**src/rtl/mips_pkg.sv**
```systemverilog
// mips_pkg: shared types and constants for the multicycle MIPS core slice.
//   mult_state_t : control states of the sequential Booth multiplier
//   MULT_WIDTH   : default operand width of the multiplier
package mips_pkg;

   typedef enum logic [1:0] {
      MULT_IDLE,
      MULT_RUN,
      MULT_DONE
   } mult_state_t;

   localparam int unsigned MULT_WIDTH = 32;

endpackage : mips_pkg

```
**src/rtl/booth_step.sv**
```systemverilog
// booth_step: one combinational radix-2 Booth iteration.
//   acc, q, q_1, m        : current accumulator, multiplier register, guard bit, multiplicand
//   acc_next, q_next,
//   q_1_next              : state after the add/sub and the arithmetic right shift
// Parameters: WIDTH (operand width, acc/m are WIDTH+1 bits), QW (multiplier register width).
module booth_step
   import mips_pkg::*;
#(
   parameter int unsigned WIDTH = MULT_WIDTH,
   parameter int unsigned QW    = MULT_WIDTH
) (
   input  logic [WIDTH:0]  acc,
   input  logic [QW-1:0]   q,
   input  logic            q_1,
   input  logic [WIDTH:0]  m,
   output logic [WIDTH:0]  acc_next,
   output logic [QW-1:0]   q_next,
   output logic            q_1_next
);

   logic [WIDTH:0] sum;

   always_comb begin
      sum = acc;
      unique case ({q[0], q_1})
         2'b01:   sum = acc + m;
         2'b10:   sum = acc - m;
         default: sum = acc;
      endcase
      // Arithmetic shift of {sum,q,q_1}: sign bit replicated, q_1 falls off.
      {acc_next, q_next, q_1_next} = {sum[WIDTH], sum, q};
   end

endmodule : booth_step

```
**src/rtl/booth_mult_unit.sv**
```systemverilog
// booth_mult_unit: sequential radix-2 Booth multiplier (MULT, optionally MULTU).
// One add/sub plus shift per cycle; done pulses one cycle when product is valid.
// Ports:
//   Clk          core clock (rising edge)
//   reset        synchronous, active-high
//   start        multiply request, sampled only in IDLE
//   is_unsigned  1 = MULTU (only when MULT_UNSIGNED_EN is defined)
//   oper_A       multiplicand (rs)
//   oper_B       multiplier (rt)
//   busy         high in RUN and DONE
//   done         one-cycle product-valid pulse
//   product      {HI,LO}, held until the next accepted start
// Configuration macro: MULT_UNSIGNED_EN adds is_unsigned and the 33-iteration unsigned mode.
module booth_mult_unit
   import mips_pkg::*;
#(
   parameter int unsigned WIDTH = MULT_WIDTH
) (
   input  logic                 Clk,
   input  logic                 reset,
   input  logic                 start,
`ifdef MULT_UNSIGNED_EN
   input  logic                 is_unsigned,
`endif
   input  logic [WIDTH-1:0]     oper_A,
   input  logic [WIDTH-1:0]     oper_B,
   output logic                 busy,
   output logic                 done,
   output logic [2*WIDTH-1:0]   product
);

`ifdef MULT_UNSIGNED_EN
   // Extra multiplier bit carries the zero-extension for MULTU.
   localparam int unsigned QW = WIDTH + 1;
   localparam int unsigned CW = $clog2(WIDTH + 1);
`else
   localparam int unsigned QW = WIDTH;
   localparam int unsigned CW = $clog2(WIDTH);
`endif

   mult_state_t          state;
   logic [WIDTH:0]       acc;
   logic [WIDTH:0]       m;
   logic [QW-1:0]        q;
   logic                 q_1;
   logic [CW-1:0]        count;
   logic [CW-1:0]        last_count;
   logic [WIDTH:0]       acc_nx;
   logic [QW-1:0]        q_nx;
   logic                 q_1_nx;
   logic [2*WIDTH-1:0]   prod_nx;
   logic [WIDTH:0]       m_load;
   logic [QW-1:0]        q_load;

`ifdef MULT_UNSIGNED_EN
   logic                 unsigned_q;

   assign m_load     = is_unsigned ? {1'b0, oper_A} : {oper_A[WIDTH-1], oper_A};
   assign q_load     = {~is_unsigned & oper_B[WIDTH-1], oper_B};
   assign last_count = unsigned_q ? CW'(WIDTH) : CW'(WIDTH - 1);
   // Signed mode stops one shift short, so the untouched top q bit sits at q_nx[0].
   assign prod_nx    = unsigned_q ? {acc_nx[WIDTH-2:0], q_nx}
                                  : {acc_nx[WIDTH-1:0], q_nx[QW-1:1]};
`else
   assign m_load     = {oper_A[WIDTH-1], oper_A};
   assign q_load     = oper_B;
   assign last_count = CW'(WIDTH - 1);
   assign prod_nx    = {acc_nx[WIDTH-1:0], q_nx};
`endif

   booth_step #(
      .WIDTH (WIDTH),
      .QW    (QW)
   ) u_step (
      .acc      (acc),
      .q        (q),
      .q_1      (q_1),
      .m        (m),
      .acc_next (acc_nx),
      .q_next   (q_nx),
      .q_1_next (q_1_nx)
   );

   always_ff @(posedge Clk) begin
      if (reset) begin
         state   <= MULT_IDLE;
         busy    <= 1'b0;
         done    <= 1'b0;
         product <= '0;
         acc     <= '0;
         m       <= '0;
         q       <= '0;
         q_1     <= 1'b0;
         count   <= '0;
`ifdef MULT_UNSIGNED_EN
         unsigned_q <= 1'b0;
`endif
      end else begin
         unique case (state)
            MULT_IDLE: begin
               if (start) begin
                  state <= MULT_RUN;
                  busy  <= 1'b1;
                  m     <= m_load;
                  q     <= q_load;
                  acc   <= '0;
                  q_1   <= 1'b0;
                  count <= '0;
`ifdef MULT_UNSIGNED_EN
                  unsigned_q <= is_unsigned;
`endif
               end
            end
            MULT_RUN: begin
               acc   <= acc_nx;
               q     <= q_nx;
               q_1   <= q_1_nx;
               count <= count + 1'b1;
               if (count == last_count) begin
                  state   <= MULT_DONE;
                  done    <= 1'b1;
                  product <= prod_nx;
               end
            end
            MULT_DONE: begin
               state <= MULT_IDLE;
               busy  <= 1'b0;
               done  <= 1'b0;
            end
            default: begin
               state <= MULT_IDLE;
               busy  <= 1'b0;
               done  <= 1'b0;
            end
         endcase
      end
   end

endmodule : booth_mult_unit
```
**config.mk**
```make
export PLATFORM = sky130hd
export DESIGN_NAME = booth_mult_unit
export DESIGN_NICKNAME = d
export VERILOG_FILES = /design/src/rtl/mips_pkg.sv /design/src/rtl/booth_step.sv /design/src/rtl/booth_mult_unit.sv
export SDC_FILE = /design/constraint.sdc
export NUM_CORES = 1
export LEC_CHECK = 0
export BUFFER_PORTS_ARGS = -buffer_cell sky130_fd_sc_hd__buf_2
export CORE_MARGIN = 2
export CORE_UTILIZATION = 40
export DETAILED_ROUTE_END_ITERATION = 8
export PLACE_DENSITY = 0.69
export SYNTH_ARGS = -nofsm -noshare
export SYNTH_HDL_FRONTEND = slang
export SYNTH_SLANG_ARGS = --single-unit
```
**constraint.sdc**
```tcl
create_clock -name Clk -period 5.4 [get_ports Clk]
set_input_delay 0.27 -clock Clk [delete_from_list [all_inputs] [get_ports Clk]]
set_output_delay 0.27 -clock Clk [all_outputs]
set_load 0.005 [all_outputs]
```
==> results of run 1 <==
-- logic make-up (layout without fill, tap and decap cells) --
| logic type | count (synthesis) | count (layout) | synth area share [%] |
|---|---|---|---|
| flip-flops | 170 | 170 | 37.71 |
| XOR/XNOR | 58 | 58 | 5.629 |
| AND/OR/NAND/NOR | 517 | 517 | 24.29 |
| buffers and inverters | 105 | 197 | 4.395 |
| adder cells (fa/ha/maj) | 37 | 37 | 5.213 |
| AO/OA/AOI/OAI | 311 | 311 | 21.14 |
| multiplexers | 14 | 14 | 1.622 |
-- worst min-delay path by stage --
stage	startpoint	to	slack, ns	cells after the start
floorplan	oper_A[23]	m[23]$_SDFFE_PP0P_	0.41	2
global placement	product[25]$_SDFFE_PP0P_	product[25]$_SDFFE_PP0P_	0.44	2
detailed placement	product[25]$_SDFFE_PP0P_	product[25]$_SDFFE_PP0P_	0.44	2
CTS	oper_A[28]	m[28]$_SDFFE_PP0P_	0.06	3
global route	oper_A[7]	m[7]$_SDFFE_PP0P_	0.07	3
finish	oper_A[28]	m[28]$_SDFFE_PP0P_	0.07	3
-- metal layers --
metal | GRT usage (%) | routed length (um) | vias to the layer above
met5 | 0 | 0 | -
met4 | 4.272 | 241 | 0
met3 | 3.923 | 1357 | 22
met2 | 29.55 | 9961 | 219
met1 | 30.33 | 12340 | 3918
li1 | - | - | 4354
-- worst min-delay path, delay by kind of cell --
kind,cells,cell delay [ns]
AO/OA/AOI/OAI,1,0.05
buffers and inverters,1,0.09
AND/OR/NAND/NOR,1,0.05
-- cells in the mapped netlist, types with 7 or more instances --
library cell	n
xor2_1	11
nor3_1	23
clkbuf_1	67
a211oi_1	24
xnor2_1	47
dfxtp_1	170
nand3_1	28
inv_1	22
a31oi_1	14
o21bai_1	7
buf_1	14
nor2_1	158
nor4_1	7
a21oi_1	155
a21o_1	8
mux2i_1	11
o21ai_0	24
nand2_1	252
a311oi_1	32
o21ai_1	13
ha_1	36
nand2b_1	9
-- cell type report --
cell class | count | area (um^2)
Sequential cell | 170 | 3403
Timing Repair Buffer | 143 | 745.7
Clock buffer | 17 | 425.4
Inverter | 22 | 82.58
Tap cell | 280 | 350.3
Multi-Input combinational cell | 937 | 5244
Clock inverter | 15 | 200.2
Fill cell | 2214 | 11510
-- stage by stage --
step / power [mW] / std cells
after floorplan: 1.920 / 1212
after global placement: 2.083 / 1552
after detailed placement: 2.091 / 1552
after CTS: 3.361 / 1584
after global routing: 3.516 / 1584
final: 3.349 / 1584
-- sequential cells by signal (all words and copies together), names as in the netlist --
signal and cells:
acc 32, busy 1, count 5, done 1, m 32, product 64, q 32, q_1 1
state 2
-- power by group through the flow --
stage / Clock [mW] / Combinational (mW) / Sequential, mW
floorplan: 0 / 0.555 / 1.36
global placement: 0 / 0.706 / 1.38
detailed placement: 0 / 0.713 / 1.38
CTS: 1.30 / 0.716 / 1.35
global route: 1.35 / 0.806 / 1.36
finish: 1.28 / 0.720 / 1.35
==> summary.md, run 1 <==
| Metric | Value |
|---|---|
| Status | finished clean |
| Pins over their slew limit | 0 |
| Hold_buf cts | 0 |
| Fin worst setup slack | about 0.7 ns |
| Leakage power | between 4 and 5 nW |
| EDFF count, synth | 0 |
| Synth top area cells | dfxtp_1 (38%), nand2_1 (10%), a21oi_1 (8.6%) |
| Detail Placement HPWL | between 15000 and 20000 um |
| Post-Place Setup Slack | ~0.75 ns |
| Worst Path Arrival | between 4 and 5 ns |
| Starting Density | 41.10% |
| Cell family with most CP delay | simple AND/OR/NAND/NOR gates |
| Deepest clock path buffer count | 2 |
| HP Class | input port to flop |
| CP max stage cell | or4_4 |
| DRC viols | 0 |
| Cells after Synth | approximately 1.2k |
| Critical path endpoint | product[62]$_SDFFE_PP0P_ |
| Combinational fraction of design power | ~22% |
| Commonest non-fill, non-tap cell in the layout | nand2_1 |
| Largest net degree at the start of global routing | 80 |
| CP max FO | 9 |
| Clock skew | 0.009832 ns |
| Mapped Nets | roughly 1.3k |
| Post-Route Utilization | a little under half |
| Reg2reg path depth | 17 |
| Reg-to-Reg Start | m[5]$_SDFFE_PP0P_ |
| Slew margin rel. | 41.39% |
| Die W | 154.2 um |
| Critical Path RT | 5.67 ns |
| R2r setup slk | about 0.7 ns |
| Mapped Avg Cell Area | roughly 7.4 um^2 |
| Die Height | between 150 and 200 um |
| First-pass GRT wire length | between 30000 and 40000 um |
| Via count | 8513 |
| Yosys warnings | 0 |
| Row count | 54 |
| Clock sinks | 170 |
| H-tree levels | 4 |
| Ant. Diodes | 0 |
| Setup_tns | 0 ns |
| Port bufs | 132 |
| Power Density | ~320 nW/um^2 |
| Worst setup EP type | flop |
| Sw Pwr | around 1.1 mW |
| CP cell instances | or4_4 > or3_1 > nor4_2 > nand2_1 > nor2_1 > a21oi_1 > xnor2_1 > ha_1 > and3_1 > a221oi_1 > nor2b_1 > nor2_1 > o21ai_1 > a311oi_1 > nor4_1 > a211oi_1 > a211oi_1 |
| Post-DRT Antenna Nets | 0 |
| Worst setup path category | flop to flop |
| Fmax | ~210 MHz |
| Post_cts resized | 0 |
| Buf+Inv Stages, Crit Path | 0 |
| Worst-path clk slew | ~0.070 ns |
| Post-CTS setup buffers | 0 |
| Drt first pass iters | 5 |
| Setup violators final | 0 |
| CP Launch Type | flop |
| Syn Std Cell Area | 9025 um^2 |
| Grt ovf | 0 |
| CTS Buf Count | 17 |
| Seq pwr share | 40.3% |
| Fin nets | around 1.4k |
| Yosys cell types | 61 |
| Commonest cells after routing, fill and taps aside | nand2_1 (252), dfxtp_1 (170), nor2_1 (157) |
| Ports | around 130 |
| Fraction of layout cells with a size suffix above 1 | approximately 15% |
| Clock latency on the worst-skew pair | 0.43 ns |
| Crit path from | m[5]$_SDFFE_PP0P_ |
| Final instance area | ~10000 um^2 |
| CTS tree | yes |
| Final hold violation count | 0 |
| Critical Path Stages | 17 |
| Die area | around 24000 um^2 |
| Max stage delay on crit path | about 0.60 ns |
| Worst-margin pin slew | 0.8791 ns |
| Vias per cell | ~5.4 |
| Synth area leader | dfxtp_1 |
| Overall Global Routing Usage | around 20% |
| Ys async rst share | 0% |
| Power share of the clock group | 38.2% |
| Final min period | between 4 and 5 ns |
| Vias in the first global route | 7764 |
| RSZ-0062 raised after global routing | no |
| Placer Congestion | ~0.9 |
| WL per Instance | around 15 um |
| Yosys top cell area share | between 30% and 40% |
| Initial antenna violation count | 0 |
| Max cap viols | 0 |
| Int Pwr | ~2.2 mW |
| #FFs+latches synth | 170 |
| Post-DP Area | roughly 9800 um^2 |
| Switching share of power | between 30% and 40% |
| Hold_ws | 0.07489 ns |
| Initial DRC count | 544 |
| Syn-to-layout area delta | 15.81% |
| VDD IR-drop max | about 0.19 mV |
| FF-to-FF End | product[62]$_SDFFE_PP0P_ |
| Core Region | around 22000 um^2 |
| Predominant post-synthesis flop cell | dfxtp_1 |
| Final period util | between 80 and 90% |
| Clock root buffer master | clkbuf_16 |
| Seq/Total Area, Yosys | between 30 and 40% |
| Final wirelength | approximately 24000 um |
No activity file was read; power rests on OpenSTA's default activity.
==> run 2: changes to the inputs <==
--- a/config.mk
+++ b/config.mk
@@ -7,9 +7,9 @@
 export LEC_CHECK = 0
 export BUFFER_PORTS_ARGS = -buffer_cell sky130_fd_sc_hd__buf_2
 export CORE_MARGIN = 2
-export CORE_UTILIZATION = 40
+export CORE_UTILIZATION = 58
 export DETAILED_ROUTE_END_ITERATION = 8
-export PLACE_DENSITY = 0.69
+export PLACE_DENSITY = 0.91
 export SYNTH_ARGS = -nofsm -noshare
 export SYNTH_HDL_FRONTEND = slang
 export SYNTH_SLANG_ARGS = --single-unit
==> run 2 against run 1 <==
Effect of this change:
- register-to-register slack is essentially flat
- largest cell class unchanged
- fmax increased by 0.15%
- critical endpoint is now product[63]$_SDFFE_PP0P_
- critical path type unchanged
- final cell count is 6.0% lower
- sequential cell count unchanged
- core utilization rose by 20 points
- sequential share of layout area increased by 0.37 points
==> summary.md, run 2 (synthesized netlist as in run 1, its figures left out) <==
| Metric | Value |
|---|---|
| Reg2reg path depth | 17 (unchanged) |
| Starting Density | 59.37% (+18 points) |
| HP Class | input port to flop |
| Final wirelength | 23610 um (-1.3%) |
| Initial DRC count | 902 (+66%) |
| Final min period | 4.683 ns (-0.006984 ns) |
| Clock skew | 0.01673 ns (+0.006895 ns) |
| Final hold violation count | 0 (unchanged) |
| Setup violators final | 0 (unchanged) |
| Fraction of layout cells with a size suffix above 1 | 14.68% (-0.27 points) |
| Slew margin rel. | 24.34% (-17 points) |
| Placed cells | 1457 (-6.1%) |
| HP Start | oper_A[26] |
| Hold path depth | 3 (unchanged) |
| M1 WL | 10680 um (-13%) |
| Critical Path RT | 5.68 ns (about the same) |
| RSZ-0062 raised after global routing | no |
| Max cap viols | 0 (unchanged) |
| CTS tree | yes |
| Max FFs per register | 64 (unchanged) |
| Non-filler cells, final | 1489 (-6.0%) |
| First-pass GRT wire length | 38730 um (-2.3%) |
| Vias in the first global route | 7938 (+2.2%) |
| Die Height | 128.7 um (-17%) |
| Ant. Diodes | 0 (unchanged) |
| R2r setup slk | 0.72 ns (about the same) |
| Detail Placement HPWL | 15740 um (-5.8%) |
| Clock root buffer master | clkbuf_16 |
| Clock latency on the worst-skew pair | 0.44 ns (about the same) |
| Setup_tns | 0 ns (unchanged) |
| Largest reg by FF count | product |
| Largest net degree at the start of global routing | 109 (+36%) |
| Worst-path clk slew | 0.08 ns (about the same) |
| Worst setup path category | flop to flop |
| Overall Global Routing Usage | 28.81% (+8.7 points) |
| CTS Buf Count | 17 (unchanged) |
| Fin nets | 1392 (-0.22%) |
| Commonest non-fill, non-tap cell in the layout | nand2_1 |
| Vias per cell | 5.914 (+10%) |
| Worst hold path endpoint | m[26]$_SDFFE_PP0P_ |
| Metal2 WL | 10450 um (+4.9%) |
| CP max FO | 7 (-2) |
| Fmax | 213.6 MHz (+0.15%) |
| Die W | 128.7 um (-17%) |
| Met3 routed WL | 2101 um (+55%) |
| Post-CTS setup buffers | 0 (unchanged) |
| DRC viols | 0 (unchanged) |
| WL per Instance | 15.85 um (+5.0%) |
| H-tree levels | 4 (unchanged) |
| Drt first pass iters | 7 (+2) |
| Status | finished clean |
| Worst Path Arrival | 4.96 ns (about the same) |
| Initial antenna violation count | 0 (unchanged) |
| CP Launch Type | flop |
| Row count | 45 (-17%) |
| Ports | 133 (unchanged) |
| Grt ovf | 0 (unchanged) |
| FF-to-FF End | product[63]$_SDFFE_PP0P_ |
| Port bufs | 132 (unchanged) |
| Core Region | 15200 um^2 (-31%) |
| Fillers | 1264 (-43%) |
| Die area | 16570 um^2 (-30%) |
| Hold_buf cts | 0 (unchanged) |
| Max layer used | met4 |
| Post_cts resized | 0 (unchanged) |
| Deepest clock path buffer count | 2 (unchanged) |
| Worst setup EP type | flop |
| Post-DRT Antenna Nets | 0 (unchanged) |
| VDD IR-drop max | 0.2341 mV (+24%) |
| Reg-to-Reg Start | m[5]$_SDFFE_PP0P_ |
| Worst-margin pin slew | 1.135 ns (+0.2558 ns) |
| Commonest cells after routing, fill and taps aside | nand2_1 (252), dfxtp_1 (170), nor2_1 (158) |
| Via count | 8806 (+3.4%) |
| Clock sinks | 170 (unchanged) |
| Placer Congestion | 0.9826 (+9.2%) |
| Power Density | 330.9 nW/um^2 (+3.3%) |
| Leakage power | 4.203 nW (about the same) |
| Pins over their slew limit | 0 (unchanged) |
| Syn-to-layout area delta | 14.50% |
| Final period util | 86.72% (-0.13 points) |
==> run 2: cell count changes in the layout (fill, tap and decap cells not counted), sizes merged <==
cell,change
buf,-3
bufinv,+2
inv,+1
clkinvlp,-1
clkinv,-2
==> run 2: metal layers <==
layer,up-vias,track usage [%]
li1,4344,-
met1,4045,40.93
met2,385,44.63
met3,32,5.198
met4,0,9.079
met5,-,0
==> run 2: how the worst max path moves through the flow <==
stage | start | endpoint | cells past startpoint
after global routing | m[5]$_SDFFE_PP0P_ | product[62]$_SDFFE_PP0P_ | 17
after CTS | m[5]$_SDFFE_PP0P_ | product[63]$_SDFFE_PP0P_ | 17
after detailed placement | m[5]$_SDFFE_PP0P_ | product[63]$_SDFFE_PP0P_ | 17
after floorplan | m[5]$_SDFFE_PP0P_ | product[63]$_SDFFE_PP0P_ | 18
final | m[5]$_SDFFE_PP0P_ | product[63]$_SDFFE_PP0P_ | 17
after global placement | m[5]$_SDFFE_PP0P_ | product[63]$_SDFFE_PP0P_ | 17
==> run 2: layout make-up <==
cell class / count / area (um^2) / area share, %
sequential: 170 / 3403 / 32.93
clock inverter: 15 / 222.7 / 2.155
clock buffer: 17 / 425.4 / 4.117
inverter: 22 / 82.58 / 0.7991
multi-input combinational: 937 / 5241 / 50.72
tap: 188 / 235.2 / 2.276
timing repair buffer: 140 / 723.2 / 6.998
==> run 2: metrics by stage <==
step                      utilization, %  hold WS (ns)  setup slack, ns  area [um^2]  power, mW
after floorplan                        -        0.4060            1.149         9025      1.920
after global placement             63.71        0.4396           0.8883         9686      2.072
after detailed placement           63.71        0.4442           0.7411         9686      2.087
after CTS                          67.98       0.05450           0.7046        10330      3.414
after global routing               67.98       0.07608           0.4132        10330      3.563
final                              67.98       0.05882           0.7173        10330      3.420
==> run 2: power by group <==
group | leakage, nW | switching, mW | total, mW | internal, mW
combinational | 2.51 | 0.452 | 0.727 | 0.275
sequential | 1.38 | 0.0494 | 1.35 | 1.30
clock | 0.314 | 0.584 | 1.34 | 0.756
==> run 2: worst max-delay path, stage by stage, from the launching register on <==
cell and delay, ns:
dfxtp_1 0.36, or4_4 0.59, or3_1 0.43, nor4_2 0.35, nand2_1 0.15, nor2_1 0.28
a21oi_1 0.13, xnor2_1 0.15, ha_1 0.37, a21o_1 0.22, o21bai_1 0.19, or3_1 0.31
o21ai_0 0.08, nor2_1 0.09, o221ai_1 0.24, mux2i_2 0.30, xor2_1 0.19, a211oi_1 0.09
==> run 3: changes to the inputs <==
--- a/config.mk
+++ b/config.mk
@@ -6,7 +6,6 @@
 export NUM_CORES = 1
 export LEC_CHECK = 0
 export BUFFER_PORTS_ARGS = -buffer_cell sky130_fd_sc_hd__buf_2
-export CORE_MARGIN = 2
 export CORE_UTILIZATION = 58
 export DETAILED_ROUTE_END_ITERATION = 8
 export PLACE_DENSITY = 0.91
==> constraint.sdc (replaced) <==
create_clock -name Clk -period 4.97 [get_ports Clk]
set_input_delay 0.2485 -clock Clk [delete_from_list [all_inputs] [get_ports Clk]]
set_output_delay 0.2485 -clock Clk [all_outputs]
set_load 0.005 [all_outputs]
==> run 3 against run 2 <==
Effect of this change:
- die area shrank 3.1%
- via count shrank 0.97%
- largest power group unchanged
- largest cell class unchanged
- clock power is essentially flat
- sequential cell count is the same
==> summary.md, run 3 (synthesized netlist as in run 1, its figures left out) <==
| Metric | Value |
|---|---|
| Status | finished clean |
| Pins over their slew limit | 0 (unchanged) |
| Clock skew | 0.007746 ns (-0.008981 ns) |
| Initial DRC count | 868 (-3.8%) |
| Fmax | 218.9 MHz (+2.5%) |
| Placer Congestion | 0.9238 (-6.0%) |
| Reg-to-Reg Start | m[5]$_SDFFE_PP0P_ |
| Hold_buf cts | 0 (unchanged) |
| Via count | 8721 (-0.97%) |
| CP Launch Type | flop |
| CP cell instances | or4_4 > or3_1 > nor4_2 > nand2_1 > nor2_2 > a21oi_1 > xnor2_1 > ha_1 > and3_1 > a221oi_1 > nor2b_1 > nor2_1 > o21ai_1 > a311oi_1 > nor4_1 > a211oi_1 > a211oi_1 |
| Final hold violation count | 0 (unchanged) |
| Fraction of layout cells with a size suffix above 1 | 14.82% (+0.14 points) |
| Largest net degree at the start of global routing | 109 (unchanged) |
| CP max stage cell | or4_4 |
| Max FFs per register | 64 (unchanged) |
| WL per Instance | 15.60 um (-1.6%) |
| Final period util | 91.91% (+5.2 points) |
| Worst-path clk slew | 0.07 ns (about the same) |
| R2r setup slk | 0.40 ns (-0.32 ns) |
| Worst setup path category | flop to flop |
| Final min period | 4.568 ns (-0.1147 ns) |
| Power Density | 351.5 nW/um^2 (+6.2%) |
| Die area | 16060 um^2 (-3.1%) |
| Critical Path RT | 5.24 ns (-0.44 ns) |
| DRC viols | 0 (unchanged) |
| Leakage power | 4.200 nW (about the same) |
| FF-to-FF End | product[62]$_SDFFE_PP0P_ |
| Worst-margin pin slew | 1.132 ns (-0.002943 ns) |
| Commonest cells after routing, fill and taps aside | nand2_1 (252), dfxtp_1 (170), nor2_1 (157) |
| Fillers | 1261 (-0.24%) |
| Slew margin rel. | 24.54% (+0.20 points) |
| Vias per cell | 5.853 (-1.0%) |
| Die Height | 126.7 um (-1.6%) |
| Starting Density | 59.37% (unchanged) |
| Setup violators final | 0 (unchanged) |
| Post-DRT Antenna Nets | 0 (unchanged) |
| Vias in the first global route | 7758 (-2.3%) |
| Worst Path Arrival | 4.84 ns (-0.12 ns) |
| Overall Global Routing Usage | 29.35% (+0.54 points) |
| CP max FO | 9 (+2) |
| Max cap viols | 0 (unchanged) |
| Fin nets | 1393 (+0.072%) |
| Syn-to-layout area delta | 14.54% (about the same) |
| HP Start | oper_A[2] |
| Clock latency on the worst-skew pair | 0.43 ns (about the same) |
| Initial antenna violation count | 0 (unchanged) |
| Ant. Diodes | 0 (unchanged) |
| HP Class | input port to flop |
| CTS Buf Count | 17 (unchanged) |
| VDD IR-drop max | 0.2885 mV (+23%) |
| Hold path depth | 3 (unchanged) |
| Port bufs | 132 (unchanged) |
| H-tree levels | 4 (unchanged) |
| CTS tree | yes |
| Commonest non-fill, non-tap cell in the layout | nand2_1 |
| Clock sinks | 170 (unchanged) |
| Largest reg by FF count | product |
| Row count | 45 (unchanged) |
| Clock root buffer master | clkbuf_16 |
| Drt first pass iters | 6 (-1) |
| Crit path from | m[5]$_SDFFE_PP0P_ |
| Max stage delay on crit path | 0.60 ns (about the same) |
| CP most frequent cell | a211oi_1 |
| First-pass GRT wire length | 38210 um (-1.4%) |
| Core Region | 15200 um^2 (unchanged) |
| Worst setup EP type | flop |
| Worst hold path endpoint | m[2]$_SDFFE_PP0P_ |
| Grt ovf | 0 (unchanged) |
| Final wirelength | 23240 um (-1.5%) |
| Die W | 126.7 um (-1.6%) |
| Deepest clock path buffer count | 2 (unchanged) |
| Setup_tns | 0 ns (unchanged) |
| Reg2reg path depth | 17 (unchanged) |
| RSZ-0062 raised after global routing | no |
| Detail Placement HPWL | 15810 um (+0.46%) |
| Post-DP Area | 9706 um^2 (+0.21%) |
| Final instance area | 10340 um^2 (about the same) |
| Final Power | 3.634 mW (+6.3%) |
| Ports | 133 (unchanged) |
## run 3: cell types whose count changed in the layout (fill, tap and decap cells not counted)
cell | before | now
clkinv_8 | 3 | 5
clkinv_2 | 1 | 0
buf_12 | 0 | 1
bufinv_16 | 3 | 1
inv_6 | 3 | 0
nor2_1 | 158 | 157
inv_8 | 4 | 6
clkinv_4 | 0 | 2
nor2_2 | 0 | 1
## run 3: metal layers
layer  part of all wire [%]  up-vias  routed length (um)  GRT usage, %
li1                       -     4337                   -             -
met1                     45     3983               10570         41.08
met2                     44      367               10340         45.21
met3                    8.4       34                1941         6.875
met4                    1.7        0                 394         8.123
met5                      0        -                   0             0
## run 3: power by group
| group | leakage, nW | switching [mW] | internal (mW) |
|---|---|---|---|
| Clock | 0.303 | 0.637 | 0.732 |
| Sequential | 1.38 | 0.0540 | 1.42 |
| Combinational | 2.51 | 0.495 | 0.301 |
## run 3: cell type report
cell class	count	area [um^2]	share of cell area, %
flip-flops and latches	170	3403	32.92
inverters	22	82.58	0.7988
well taps	188	235.2	2.275
clock inverters	15	203.9	1.973
clock buffers	17	425.4	4.115
multi-input cells	937	5244	50.73
repair buffers	141	743.2	7.190
## run 3: how the worst max path moves through the flow
stage	to	cells past startpoint
after CTS	product[62]$_SDFFE_PP0P_	17
after global routing	product[62]$_SDFFE_PP0P_	15
after global placement	product[63]$_SDFFE_PP0P_	17
after floorplan	product[63]$_SDFFE_PP0P_	18
final	product[62]$_SDFFE_PP0P_	17
after detailed placement	product[62]$_SDFFE_PP0P_	17
## run 3: per-stage QoR
stage	setup slack [ns]	hold WS (ns)	cells	util [%]
global placement	0.4979	0.4381	1458	63.84
floorplan	0.7185	0.3845	1212	-
detailed placement	0.3773	0.4435	1458	63.84
CTS	0.3486	0.03653	1490	67.98
finish	0.4020	0.04933	1490	68.00
global route	0.03192	0.04436	1490	68.00
## run 3: worst max-delay path: cells and delay by family, from the launching register on
kind | cells | cell delay, ns
AOI/OAI and AO/OA | 6 | 1.19
xor gates and xnor gates | 1 | 0.20
adders and majority gates | 1 | 0.36
DFF | 1 | 0.37
and+or+nand+nor | 9 | 2.29
## run 3: timing repair
action | 4_1_cts | 5_1_grt
endpoints found under the setup margin | 0 | 2
setup buffers | 0 | 0
resized for setup | 0 | 1
